[src/rtl/evt_dp_sched_if.sv]
// Handshake bundle between the event scheduler, the spike source and the neuron datapath.
// master = scheduler side (accepts spikes, issues datapath commands); slave = its environment.
interface evt_dp_sched_if #(
   parameter int ADDR_W = 8,
   parameter int EVT_W  = 32
);
   logic              spk_valid_i;
   logic              spk_ready_o;
   logic [EVT_W-1:0]  spk_data_i;

   logic              dp_valid_o;
   logic              dp_ready_i;
   logic [1:0]        dp_op_o;
   logic [ADDR_W-1:0] dp_addr_o;
   logic [EVT_W-1:0]  dp_data_o;

   modport master (
      input  spk_valid_i, spk_data_i, dp_ready_i,
      output spk_ready_o, dp_valid_o, dp_op_o, dp_addr_o, dp_data_o
   );

   modport slave (
      output spk_valid_i, spk_data_i, dp_ready_i,
      input  spk_ready_o, dp_valid_o, dp_op_o, dp_addr_o, dp_data_o
   );
endinterface

[src/rtl/evt_dp_sched.sv]
// Arbitrates spikes against UPDATE/RST address sweeps onto one registered datapath command port.
// Spikes appear 1 cycle after acceptance; sweeps issue 1 cmd/cycle and stall in place when dp_ready_i is low.
module evt_dp_sched #(
   parameter int ADDR_W = 8,
   parameter int EVT_W  = 32,
   parameter int TS_W   = 32
) (
   input  logic              engine_clk_i,
   input  logic              engine_rst_i,
   input  logic              enable_i,
   input  logic [ADDR_W-1:0] sweep_len_i,
   input  logic [TS_W-1:0]   time_i,
   input  logic              time_tick_i,
   input  logic              rst_req_i,
   evt_dp_sched_if.master    bus,
   output logic              busy_o,
   output logic              sweep_done_o,
   output logic              tick_overrun_o
);
   localparam logic [1:0] OP_SPIKE  = 2'b00;
   localparam logic [1:0] OP_UPDATE = 2'b01;
   localparam logic [1:0] OP_RST    = 2'b10;

   typedef enum logic [1:0] {
      IDLE      = 2'd0,
      UPD_SWEEP = 2'd1,
      RST_SWEEP = 2'd2
   } state_t;

   state_t            state_q, state_d;
   logic              pend_tick_q, pend_tick_d;
   logic              pend_rst_q, pend_rst_d;
   logic              overrun_q, overrun_d;
   logic              done_q, done_d;
   logic [ADDR_W-1:0] len_q, len_d;
   logic [ADDR_W-1:0] cnt_q, cnt_d;
   logic [TS_W-1:0]   ts_q, ts_d;
   logic              dp_valid_q, dp_valid_d;
   logic [1:0]        dp_op_q, dp_op_d;
   logic [ADDR_W-1:0] dp_addr_q, dp_addr_d;
   logic [EVT_W-1:0]  dp_data_q, dp_data_d;

   logic is_idle, out_free, dp_hs, start_rst, start_upd, spk_rdy, spk_hs;

   assign is_idle   = (state_q == IDLE);
   assign out_free  = !dp_valid_q || bus.dp_ready_i;
   assign dp_hs     = dp_valid_q && bus.dp_ready_i;
   assign start_rst = is_idle && enable_i && out_free && pend_rst_q;
   assign start_upd = is_idle && enable_i && out_free && !pend_rst_q && pend_tick_q;
   // Gated by reset so the port reads not-ready during every reset cycle.
   assign spk_rdy   = is_idle && enable_i && !pend_rst_q && !pend_tick_q && out_free && !engine_rst_i;
   assign spk_hs    = spk_rdy && bus.spk_valid_i;

   always_comb begin
      state_d     = state_q;
      pend_tick_d = pend_tick_q;
      pend_rst_d  = pend_rst_q;
      overrun_d   = overrun_q;
      done_d      = 1'b0;
      len_d       = len_q;
      cnt_d       = cnt_q;
      ts_d        = ts_q;
      dp_valid_d  = dp_valid_q;
      dp_op_d     = dp_op_q;
      dp_addr_d   = dp_addr_q;
      dp_data_d   = dp_data_q;

      // A request in the same cycle its flag clears re-arms the flag rather than counting as overrun.
      if (start_upd) pend_tick_d = 1'b0;
      if (start_rst) pend_rst_d  = 1'b0;
      if (time_tick_i) begin
         if (pend_tick_q && !start_upd) overrun_d = 1'b1;
         pend_tick_d = 1'b1;
      end
      if (rst_req_i) pend_rst_d = 1'b1;

      unique case (state_q)
         IDLE: begin
            if (dp_hs) dp_valid_d = 1'b0;
            if (start_rst) begin
               state_d    = RST_SWEEP;
               len_d      = sweep_len_i;
               cnt_d      = '0;
               dp_valid_d = 1'b1;
               dp_op_d    = OP_RST;
               dp_addr_d  = '0;
               dp_data_d  = '0;
            end else if (start_upd) begin
               state_d    = UPD_SWEEP;
               len_d      = sweep_len_i;
               ts_d       = time_i;
               cnt_d      = '0;
               dp_valid_d = 1'b1;
               dp_op_d    = OP_UPDATE;
               dp_addr_d  = '0;
               dp_data_d  = EVT_W'(time_i);
            end else if (spk_hs) begin
               dp_valid_d = 1'b1;
               dp_op_d    = OP_SPIKE;
               dp_addr_d  = '0;
               dp_data_d  = bus.spk_data_i;
            end
         end
         UPD_SWEEP, RST_SWEEP: begin
            if (dp_hs) begin
               if (cnt_q == len_q) begin
                  state_d    = IDLE;
                  dp_valid_d = 1'b0;
                  done_d     = 1'b1;
                  cnt_d      = '0;
               end else begin
                  cnt_d     = cnt_q + 1'b1;
                  dp_addr_d = cnt_q + 1'b1;
               end
            end
         end
         default: state_d = IDLE;
      endcase
   end

   always_ff @(posedge engine_clk_i) begin
      if (engine_rst_i) begin
         state_q     <= IDLE;
         pend_tick_q <= 1'b0;
         pend_rst_q  <= 1'b0;
         overrun_q   <= 1'b0;
         done_q      <= 1'b0;
         len_q       <= '0;
         cnt_q       <= '0;
         ts_q        <= '0;
         dp_valid_q  <= 1'b0;
         dp_op_q     <= '0;
         dp_addr_q   <= '0;
         dp_data_q   <= '0;
      end else begin
         state_q     <= state_d;
         pend_tick_q <= pend_tick_d;
         pend_rst_q  <= pend_rst_d;
         overrun_q   <= overrun_d;
         done_q      <= done_d;
         len_q       <= len_d;
         cnt_q       <= cnt_d;
         ts_q        <= ts_d;
         dp_valid_q  <= dp_valid_d;
         dp_op_q     <= dp_op_d;
         dp_addr_q   <= dp_addr_d;
         dp_data_q   <= dp_data_d;
      end
   end

   assign bus.spk_ready_o = spk_rdy;
   assign bus.dp_valid_o  = dp_valid_q;
   assign bus.dp_op_o     = dp_op_q;
   assign bus.dp_addr_o   = dp_addr_q;
   assign bus.dp_data_o   = dp_data_q;
   assign busy_o          = !is_idle;
   assign sweep_done_o    = done_q;
   assign tick_overrun_o  = overrun_q;
endmodule

[src/flat_wrapper.sv]
// flat-port wrapper written by rule: the top's interface ports become plain ports
module evt_dp_sched_flat 
#(
   parameter int ADDR_W = 8,
   parameter int EVT_W  = 32,
   parameter int TS_W   = 32
)
  (engine_clk_i, engine_rst_i, enable_i, sweep_len_i, time_i, time_tick_i, rst_req_i, busy_o, sweep_done_o, tick_overrun_o, bus_spk_valid_i, bus_spk_data_i, bus_dp_ready_i, bus_spk_ready_o, bus_dp_valid_o, bus_dp_op_o, bus_dp_addr_o, bus_dp_data_o);
  evt_dp_sched_if #(.ADDR_W(ADDR_W), .EVT_W(EVT_W)) bus_i ();
  input  logic engine_clk_i;
  input  logic engine_rst_i;
  input  logic enable_i;
  input  logic [ADDR_W-1:0] sweep_len_i;
  input  logic [TS_W-1:0] time_i;
  input  logic time_tick_i;
  input  logic rst_req_i;
  output logic busy_o;
  output logic sweep_done_o;
  output logic tick_overrun_o;
  input wire logic [$bits(bus_i.spk_valid_i)-1:0] bus_spk_valid_i;
  input wire logic [$bits(bus_i.spk_data_i)-1:0] bus_spk_data_i;
  input wire logic [$bits(bus_i.dp_ready_i)-1:0] bus_dp_ready_i;
  output wire logic [$bits(bus_i.spk_ready_o)-1:0] bus_spk_ready_o;
  output wire logic [$bits(bus_i.dp_valid_o)-1:0] bus_dp_valid_o;
  output wire logic [$bits(bus_i.dp_op_o)-1:0] bus_dp_op_o;
  output wire logic [$bits(bus_i.dp_addr_o)-1:0] bus_dp_addr_o;
  output wire logic [$bits(bus_i.dp_data_o)-1:0] bus_dp_data_o;
  assign bus_i.spk_valid_i = bus_spk_valid_i;
  assign bus_i.spk_data_i = bus_spk_data_i;
  assign bus_i.dp_ready_i = bus_dp_ready_i;
  assign bus_spk_ready_o = bus_i.spk_ready_o;
  assign bus_dp_valid_o = bus_i.dp_valid_o;
  assign bus_dp_op_o = bus_i.dp_op_o;
  assign bus_dp_addr_o = bus_i.dp_addr_o;
  assign bus_dp_data_o = bus_i.dp_data_o;
  evt_dp_sched #(.ADDR_W(ADDR_W), .EVT_W(EVT_W), .TS_W(TS_W)) u_core (.engine_clk_i(engine_clk_i), .engine_rst_i(engine_rst_i), .enable_i(enable_i), .sweep_len_i(sweep_len_i), .time_i(time_i), .time_tick_i(time_tick_i), .rst_req_i(rst_req_i), .bus(bus_i), .busy_o(busy_o), .sweep_done_o(sweep_done_o), .tick_overrun_o(tick_overrun_o));
endmodule
[config.mk]
export PLATFORM = sky130hd
export DESIGN_NAME = evt_dp_sched_flat
export DESIGN_NICKNAME = d
export VERILOG_FILES = /design/src/rtl/evt_dp_sched_if.sv /design/src/rtl/evt_dp_sched.sv /design/src/flat_wrapper.sv
export SDC_FILE = /design/constraint.sdc
export NUM_CORES = 1
export LEC_CHECK = 0
export ABC_AREA = 1
export CAP_MARGIN = 20
export CORE_ASPECT_RATIO = 0.75
export CORE_MARGIN = 2
export CORE_UTILIZATION = 46
export DETAILED_ROUTE_END_ITERATION = 6
export PLACE_DENSITY_LB_ADDON = 0.08
export SETUP_SLACK_MARGIN = 0.3
export SKIP_CTS_REPAIR_TIMING = 1
export SYNTH_ARGS = -nofsm -noshare
export SYNTH_HDL_FRONTEND = slang
export SYNTH_SLANG_ARGS = --single-unit
export TNS_END_PERCENT = 10
[constraint.sdc]
create_clock -name engine_clk_i -period 3.82 [get_ports engine_clk_i]
set_clock_uncertainty 0.15 [all_clocks]
set_input_delay 0.955 -clock engine_clk_i [delete_from_list [all_inputs] [get_ports engine_clk_i]]
set_output_delay 0.955 -clock engine_clk_i [all_outputs]
set_load 0.01 [all_outputs]
# == Word level (Yosys, flattened, before mapping) ==
# Cells that the tools add are included.
# W data, S select, Z words.
# classes
muxes,36
n_addsub,1
n_reduce_logical,34
n_bitwise,2
eq_ne,9
# ops
op,count
$mux W32,3
$mux W8,11
$pmux W8 S2,2
$mux W2,7
$logic_and A1 B1 Y1,12
$mux W1,11
$add A8 B1 Y8 const B,1
$eq A8 B8 Y1,1
$reduce_and A4 Y1,2
$reduce_bool A2 Y1,4
$logic_not A1 Y1,6
$reduce_and A2 Y1,3
$reduce_and A3 Y1,2
$ne A5 B5 Y1 const B,1
$ne A2 B1 Y1 const B,2
$ne A4 B4 Y1 const B,1
$pmux W2 S2,1
$ne A3 B3 Y1 const B,1
$reduce_bool A3 Y1,1
$reduce_or A3 Y1,1
$eq A2 B1 Y1 const B,1
$eq A2 B2 Y1 const B,1
$logic_not A2 Y1,1
$ne A2 B2 Y1 const B,1
4 further kinds,5
# totals
output_inout_bits,47
ff_bits,65
in_bits,79

# == Logic depth before layout (Yosys ltp) ==
# Gate-level depths: netlist of the first run.
# depth
ltp_word,11
depth_mapped,14
mapped_depth_nobuf,13

# == Worst setup path after synthesis of the first run ==
# No wires, ideal clock.
# synth_path
path_kind,input port to output port
start,in engine_rst_i
end,out bus_spk_ready_o
path_buffers,1
cell_stages,4
slack_ps,1301
t_arrival_ps,1414
cell_sequence,clkbuf_1 -> nor2_1 -> nand2_1 -> inv_1
# synth_via
elab_chain_cells,2
# synth_rtl
element,line,rtl
"start, declared",flat_wrapper.sv:11,input logic engine_rst_i;
$logic_not A1 Y1,evt_dp_sched.sv:51,assign spk_rdy = is_idle && enable_i && !pend_rst_q && !pend_tick_q && out_free && !engine_rst_i;
$logic_and A1 B1 Y1,evt_dp_sched.sv:51,
"end, declared",flat_wrapper.sv:23,output wire logic [$bits(bus_i.spk_ready_o)-1:0] bus_spk_ready_o;
# No other way between the ends.

# == Worst setup path in the final report of the first run ==
# layout_path
start,in bus_dp_ready_i
end,out bus_spk_ready_o
# layout_via
elab_chain_cells,3
# layout_rtl
element,line,rtl
"start, declared",flat_wrapper.sv:22,input wire logic [$bits(bus_i.dp_ready_i)-1:0] bus_dp_ready_i;
$logic_or A1 B1 Y1,evt_dp_sched.sv:46,assign out_free = !dp_valid_q || bus.dp_ready_i;
$logic_and A1 B1 Y1 (2 in series),evt_dp_sched.sv:51,
# No other way between the ends.

==> results.toml, run 1 <==
[status]
run_status = "complete, no violations"

[timing]
fmaxAchievable_mhz = 312.4
hold_violations = 0
setup_tns_ns = 0
layout_worst_path_cycle_share_pct = 83.79
worst_slew_margin_rel_pct = 50.14
grt_setup_unrepaired = "false"
final_period_minus_worst_setup_slack_ns = 3.201
timing.hold.ws_ns = 0.3096
setup_viol = 0
count_of_pins_over_their_slew_limit = 0
tightestPinTransition_ns = 0.7457

[yosys]
yosys.cell_count.top_type = "sky130_fd_sc_hd__nand2_1"
mappedNetlistNets = 540
synth_common_cells = "84 x sky130_fd_sc_hd__nand2_1, 75 x sky130_fd_sc_hd__nor2_1, 65 x sky130_fd_sc_hd__dfxtp_1"
synth-seq-area-share_pct = 40.91
synth-edff-count = 0
synth_cells = 458
async_flop_share_pct = 0
synthDominantAreaCellType = "sky130_fd_sc_hd__dfxtp_1"
synth.lib_cells_used.distinct = 30
dominantRegCellSynth = "sky130_fd_sc_hd__dfxtp_1"
synth.top_cells.by_area = "sky130_fd_sc_hd__dfxtp_1 41%, sky130_fd_sc_hd__nand2_1 9.9%, sky130_fd_sc_hd__nor2_1 8.9%"
synth_warn = 0
synth.top_cell.area_share_pct = 40.91
post_synth.cell_area_avg_um2 = 6.944
synth.ff_latch_count = 65
synth_area_um2 = 3181

[floorplan]
placement_rows = 26
die_area_um2 = 7602
design.core.area_um2 = 6766
floorplan.io_pins = 126
fp.dieH_um = 76.01
initial_core_util_pct = 47.00
die_x_um = 100.0

[grt]
first_global_vias = 3206
grt_pass1_wl_um = 14700
antenna_violations_before_repair = 0
grt_max_degree = 38
groute.usage.overall_pct = 24.13
globalRouteOverflowTotal = 0

[power]
power.static_leakage_nw = 1.925
clkPwrFrac_pct = 23.6
cellInternalPower_mw = 1.679
seqPwrFrac_pct = 34.2
power_switching_uw = 963.9
power.combinational.fraction_pct = 42.2
power_density_nw_per_um2 = 567.3
power.share.switching_pct = 36.47
vdd.ir_drop.worst_v = 0.0002629

[routing]
detailroute.via_count = 3286
met3_wl_post_dr_um = 676
vias_per_cell = 4.956
wirelength_met1_um = 3783
met2_length_um = 4343
route.detailed.wl_per_inst_um = 13.41
routed_wirelength_um = 8892
first_iter_violations = 183
antenna_violating_nets_post_route = 0
drt-pass1-iter-count = 4
drcViolationCount = 0
routed.top_layer = "met4"

[setup_path]
critical_path_cell_list = "clkdlybuf4s50_1 > inv_1 > nand2_1 > nand2_4 > nor2_8 > nand2_1 > inv_1 > dlymetal6s2s_1"
criticalPathCategory = "input pin to output pin"
critical_path.max_fanout = 4
required_time_of_the_worst_setup_path_ns = 2.71
critPathLaunchType = "input pin"
critical_path.max_stage_delay_ns = 0.47
slowest_stage_cell_crit_path = "sky130_fd_sc_hd__clkdlybuf4s50_1"
critical_path.endpoint_type = "output pin"
critical_path_arrival_ns = 2.10

[clock_tree]
cts_tree = "done"
cts_sinks = 65
ctsLongestPathBuffers = 2
numCtsBuffers = 9
cts.reportedPaths.clkPinSlew_ns = 0.06
cts_htree_levels = 3
clock_root_buffer = "sky130_fd_sc_hd__clkbuf_8"
clock_latency_of_the_later_clocked_register_in_the_worst_skew_pair_ns = 0.33

[placed_design]
post-place-cells = 648
io_buffers = 125
gp_congestion = 0.8572
detailed_place_hpwl_um = 6397

[cells_and_area]
fin_nets = 657
area_growth_pct = 46.50
diode_insertion_count_for_antenna_repair = 0
drive_gt1_share_pct = 6.218
post-route-util_pct = 68.86
filler_cells = 622
final_standard_cell_count_with_taps_included_and_fillers_excluded = 663

[job]
number_of_max_cap_violations = 0

[worst_hold_path]
hold_removal_path_class = "flip-flop to flip-flop"
-- final timing paths --
| check | slack [ns] | depth (start not counted) | start | end |
|---|---|---|---|---|
| max reg2reg | 1.26 | 12 | u_core.state_q[0] | u_core.bus.dp_data_o[29] |
| max | 0.62 | 8 | bus_dp_ready_i | bus_spk_ready_o |
| min | 0.31 | 2 | u_core.len_q[3] | u_core.len_q[3] |
| min reg2reg | 0.31 | 2 | u_core.len_q[3] | u_core.len_q[3] |
-- metrics by stage --
step / area (um2) / power [mW] / setup slack, ns
final: 4659 / 2.643 / 0.6192
after global placement: 4443 / 1.997 / 0.2626
after floorplan: 3181 / 1.609 / 1.301
after global routing: 4659 / 2.833 / 0.5185
after CTS: 4657 / 2.662 / 0.2439
after detailed placement: 4443 / 2.029 / 0.2536
-- critical path, delay by kind of cell --
| family | cells | cell delay (ns) |
|---|---|---|
| buf+inv | 4 | 0.73 |
| simple gates | 4 | 0.41 |
-- kinds of logic after synthesis --
logic type	after synthesis	synth area share, %
fa+ha+maj	3	1.180
flops	65	40.91
simple gates	194	26.00
xor+xnor	10	2.754
compound gates	116	19.00
buf+inv	70	10.15
-- layout by cell type, fill, tap and decap left out, drive strengths merged, types with 3 or more instances in the layout --
| cell type | instances |
|---|---|
| a21oi | 54 |
| ha | 3 |
| buf | 5 |
| nand2 | 88 |
| o21ai | 59 |
| xor2 | 3 |
| clkinv | 3 |
| o211ai | 3 |
| xnor2 | 7 |
| clkdlybuf4s50 | 124 |
| nand3 | 21 |
| clkbuf | 13 |
| inv | 44 |
| nand4 | 3 |
| nor2 | 80 |
| dfxtp | 65 |
-- sequential cells by signal, summed over array words and instances (netlist names) --
name	count
u_core.tick_overrun_o	1
u_core.pend_tick_q	1
u_core.cnt_q	8
u_core.pend_rst_q	1
u_core.bus.dp_addr_o	8
u_core.bus.dp_valid_o	1
u_core.len_q	8
u_core.state_q	2
u_core.bus.dp_data_o	32
u_core.sweep_done_o	1
u_core.bus.dp_op_o	2
-- layer usage --
metal,up-vias,global-route usage [%]
met5,-,0
met4,0,6.849
met3,8,10.00
met2,88,40.74
met1,1496,28.09
li1,1694,-
-- power groups by stage --
stage	Sequential [mW]	Clock, mW	Combinational, mW
floorplan	0.955	0	0.654
global placement	0.913	0	1.08
detailed placement	0.919	0	1.11
CTS	0.905	0.637	1.12
global route	0.921	0.674	1.24
finish	0.904	0.623	1.12
-- final cells by class --
class                           instances  area [um2]  share of cell area, %
Clock buffer                           13       178.9                  3.840
Clock inverter                          2       35.03                 0.7519
Inverter                               46       178.9                  3.840
Multi-Input combinational cell        323        1556                  33.40
Sequential cell                        65        1301                  27.93
Tap cell                               84       105.1                  2.256
Timing Repair Buffer                  130        1304                  27.98
No activity file was read; power rests on OpenSTA's default activity.
==> run 2, diff against run 1 <==
--- a/config.mk
+++ b/config.mk
@@ -9,7 +9,7 @@
 export CAP_MARGIN = 20
 export CORE_ASPECT_RATIO = 0.75
 export CORE_MARGIN = 2
-export CORE_UTILIZATION = 46
+export CORE_UTILIZATION = 44
 export DETAILED_ROUTE_END_ITERATION = 6
 export PLACE_DENSITY_LB_ADDON = 0.08
 export SETUP_SLACK_MARGIN = 0.3
==> constraint.sdc (replaced) <==
create_clock -name engine_clk_i -period 3.2 [get_ports engine_clk_i]
set_clock_uncertainty 0.15 [all_clocks]
set_input_delay 0.8 -clock engine_clk_i [delete_from_list [all_inputs] [get_ports engine_clk_i]]
set_output_delay 0.8 -clock engine_clk_i [all_outputs]
set_load 0.01 [all_outputs]
==> results.toml, run 2 (synthesis gave the netlist of run 1 again) <==
[routing]
antenna_violating_nets_post_route = 0
drt-pass1-iter-count = 4
route.detailed.wl_per_inst_um = 12.74
vias_per_cell = 4.811
routed_wirelength_um = 8674
first_iter_violations = 79
detailroute.via_count = 3276
drcViolationCount = 0

[grt]
antenna_violations_before_repair = 0
grt_max_degree = 49
globalRouteOverflowTotal = 0
first_global_vias = 3113
groute.usage.overall_pct = 22.79
grt_pass1_wl_um = 14330

[timing]
layout_worst_path_cycle_share_pct = 87.29
setup_tns_ns = 0
count_of_pins_over_their_slew_limit = 0
fmaxAchievable_mhz = 358.0
setup_viol = 0
grt_setup_unrepaired = "false"
worst_slew_margin_rel_pct = 70.18
final_period_minus_worst_setup_slack_ns = 2.793
tightestPinTransition_ns = 0.4472
hold_violations = 0

[power]
vdd.ir_drop.worst_v = 0.0002605
power.static_leakage_nw = 1.932
power_density_nw_per_um2 = 664.6

[setup_path]
critPathLaunchType = "input pin"
critical_path.endpoint_type = "output pin"
required_time_of_the_worst_setup_path_ns = 2.25
critical_path.max_fanout = 2
critical_path_cell_list = "clkdlybuf4s50_1 > inv_1 > nand2_1 > nand2_4 > nor2_8 > nand2_1 > inv_1 > dlymetal6s2s_1"
slowest_stage_cell_crit_path = "sky130_fd_sc_hd__clkdlybuf4s50_1"
critical_path.max_stage_delay_ns = 0.47
critical_path_arrival_ns = 1.84
worst-r2r-setup-slack_ns = 1.02
criticalPathCategory = "input pin to output pin"

[floorplan]
die_x_um = 102.2
design.core.area_um2 = 6897
fp.dieH_um = 77.63
placement_rows = 26
floorplan.io_pins = 126
initial_core_util_pct = 46.12
die_area_um2 = 7932

[clock_tree]
cts_sinks = 65
cts_htree_levels = 3
clock_latency_of_the_later_clocked_register_in_the_worst_skew_pair_ns = 0.34
ctsLongestPathBuffers = 2
numCtsBuffers = 9
clock_root_buffer = "sky130_fd_sc_hd__clkbuf_8"
cts_tree = "done"
cts.reportedPaths.clkPinSlew_ns = 0.06

[cells_and_area]
final_standard_cell_count_with_taps_included_and_fillers_excluded = 681
fin_nets = 661
multiInputGateArea_um2 = 1556
area_growth_pct = 47.40
layout.cells.most_common = "sky130_fd_sc_hd__clkdlybuf4s50_1"
area_of_all_sequential_standard_cells_um2 = 1301
drive_gt1_share_pct = 6.690
most-common-layout-cells = "124 x sky130_fd_sc_hd__clkdlybuf4s50_1, 84 x sky130_fd_sc_hd__nand2_1, 75 x sky130_fd_sc_hd__nor2_1"
diode_insertion_count_for_antenna_repair = 0
filler_cells = 639
post-route-util_pct = 67.98
largest_register_ffs = 32

[placed_design]
io_buffers = 125
post-place-cells = 666
gp_congestion = 0.8507
detailed_place_hpwl_um = 6225

[job]
number_of_max_cap_violations = 0

[worst_hold_path]
hold_removal_path_class = "flip-flop to flip-flop"

[status]
run_status = "complete, no violations"
run 2: per-stage QoR:
stage                     instance area (um2)  total power, mW  worst slack, ns  hold slack [ns]
after detailed placement                 4491            2.431          0.02409           0.2951
after floorplan                          3181            1.920           0.9912           0.2863
after global routing                     4688            3.344           0.3181           0.3337
after CTS                                4686            3.140          0.01840           0.3083
final                                    4688            3.116           0.4066           0.3058
after global placement                   4491            2.402          0.03378           0.2889
run 2: layer usage:
metal	share of wire [%]	global-route usage (%)	vias up
met4	0.92	7.467	0
met5	0	0	-
li1	-	-	1707
met1	44	27.41	1472
met2	47	37.30	88
met3	8.2	8.739	9
run 2: area by class of cell:
class	count	area share (%)
clock inverters	3	0.8540
flip-flops and latches	65	27.76
well taps	98	2.615
clock buffers	12	3.309
inverters	46	3.816
repair buffers	134	28.45
multi-input cells	323	33.20
run 2: final timing paths:
check | end | start | cells past startpoint
worst max register to register | u_core.bus.dp_data_o[26] | u_core.state_q[0] | 14
worst max-delay path | bus_spk_ready_o | bus_dp_ready_i | 8
worst min-delay path | u_core.len_q[7] | u_core.len_q[7] | 2
worst min register to register | u_core.len_q[7] | u_core.len_q[7] | 2
run 2: power by group:
group,switching [mW],leakage [nW],total [mW],internal [mW]
logic,0.732,1.30,1.34,0.606
clock network,0.306,0.102,0.702,0.396
registers,0.0983,0.533,1.08,0.977
run 2: critical path: cells and delay by family:
kind                   cells  cell delay [ns]
buffers and inverters      4             0.71
and+or+nand+nor            4             0.34
==> run 3, diff against run 2 <==
--- a/config.mk
+++ b/config.mk
@@ -10,6 +10,7 @@
 export CORE_ASPECT_RATIO = 0.75
 export CORE_MARGIN = 2
 export CORE_UTILIZATION = 44
+export CTS_CLUSTER_SIZE = 14
 export DETAILED_ROUTE_END_ITERATION = 6
 export PLACE_DENSITY_LB_ADDON = 0.08
 export SETUP_SLACK_MARGIN = 0.3
==> results of run 3 <==
Final layout, timing and power as in run 2 (identical DEF).
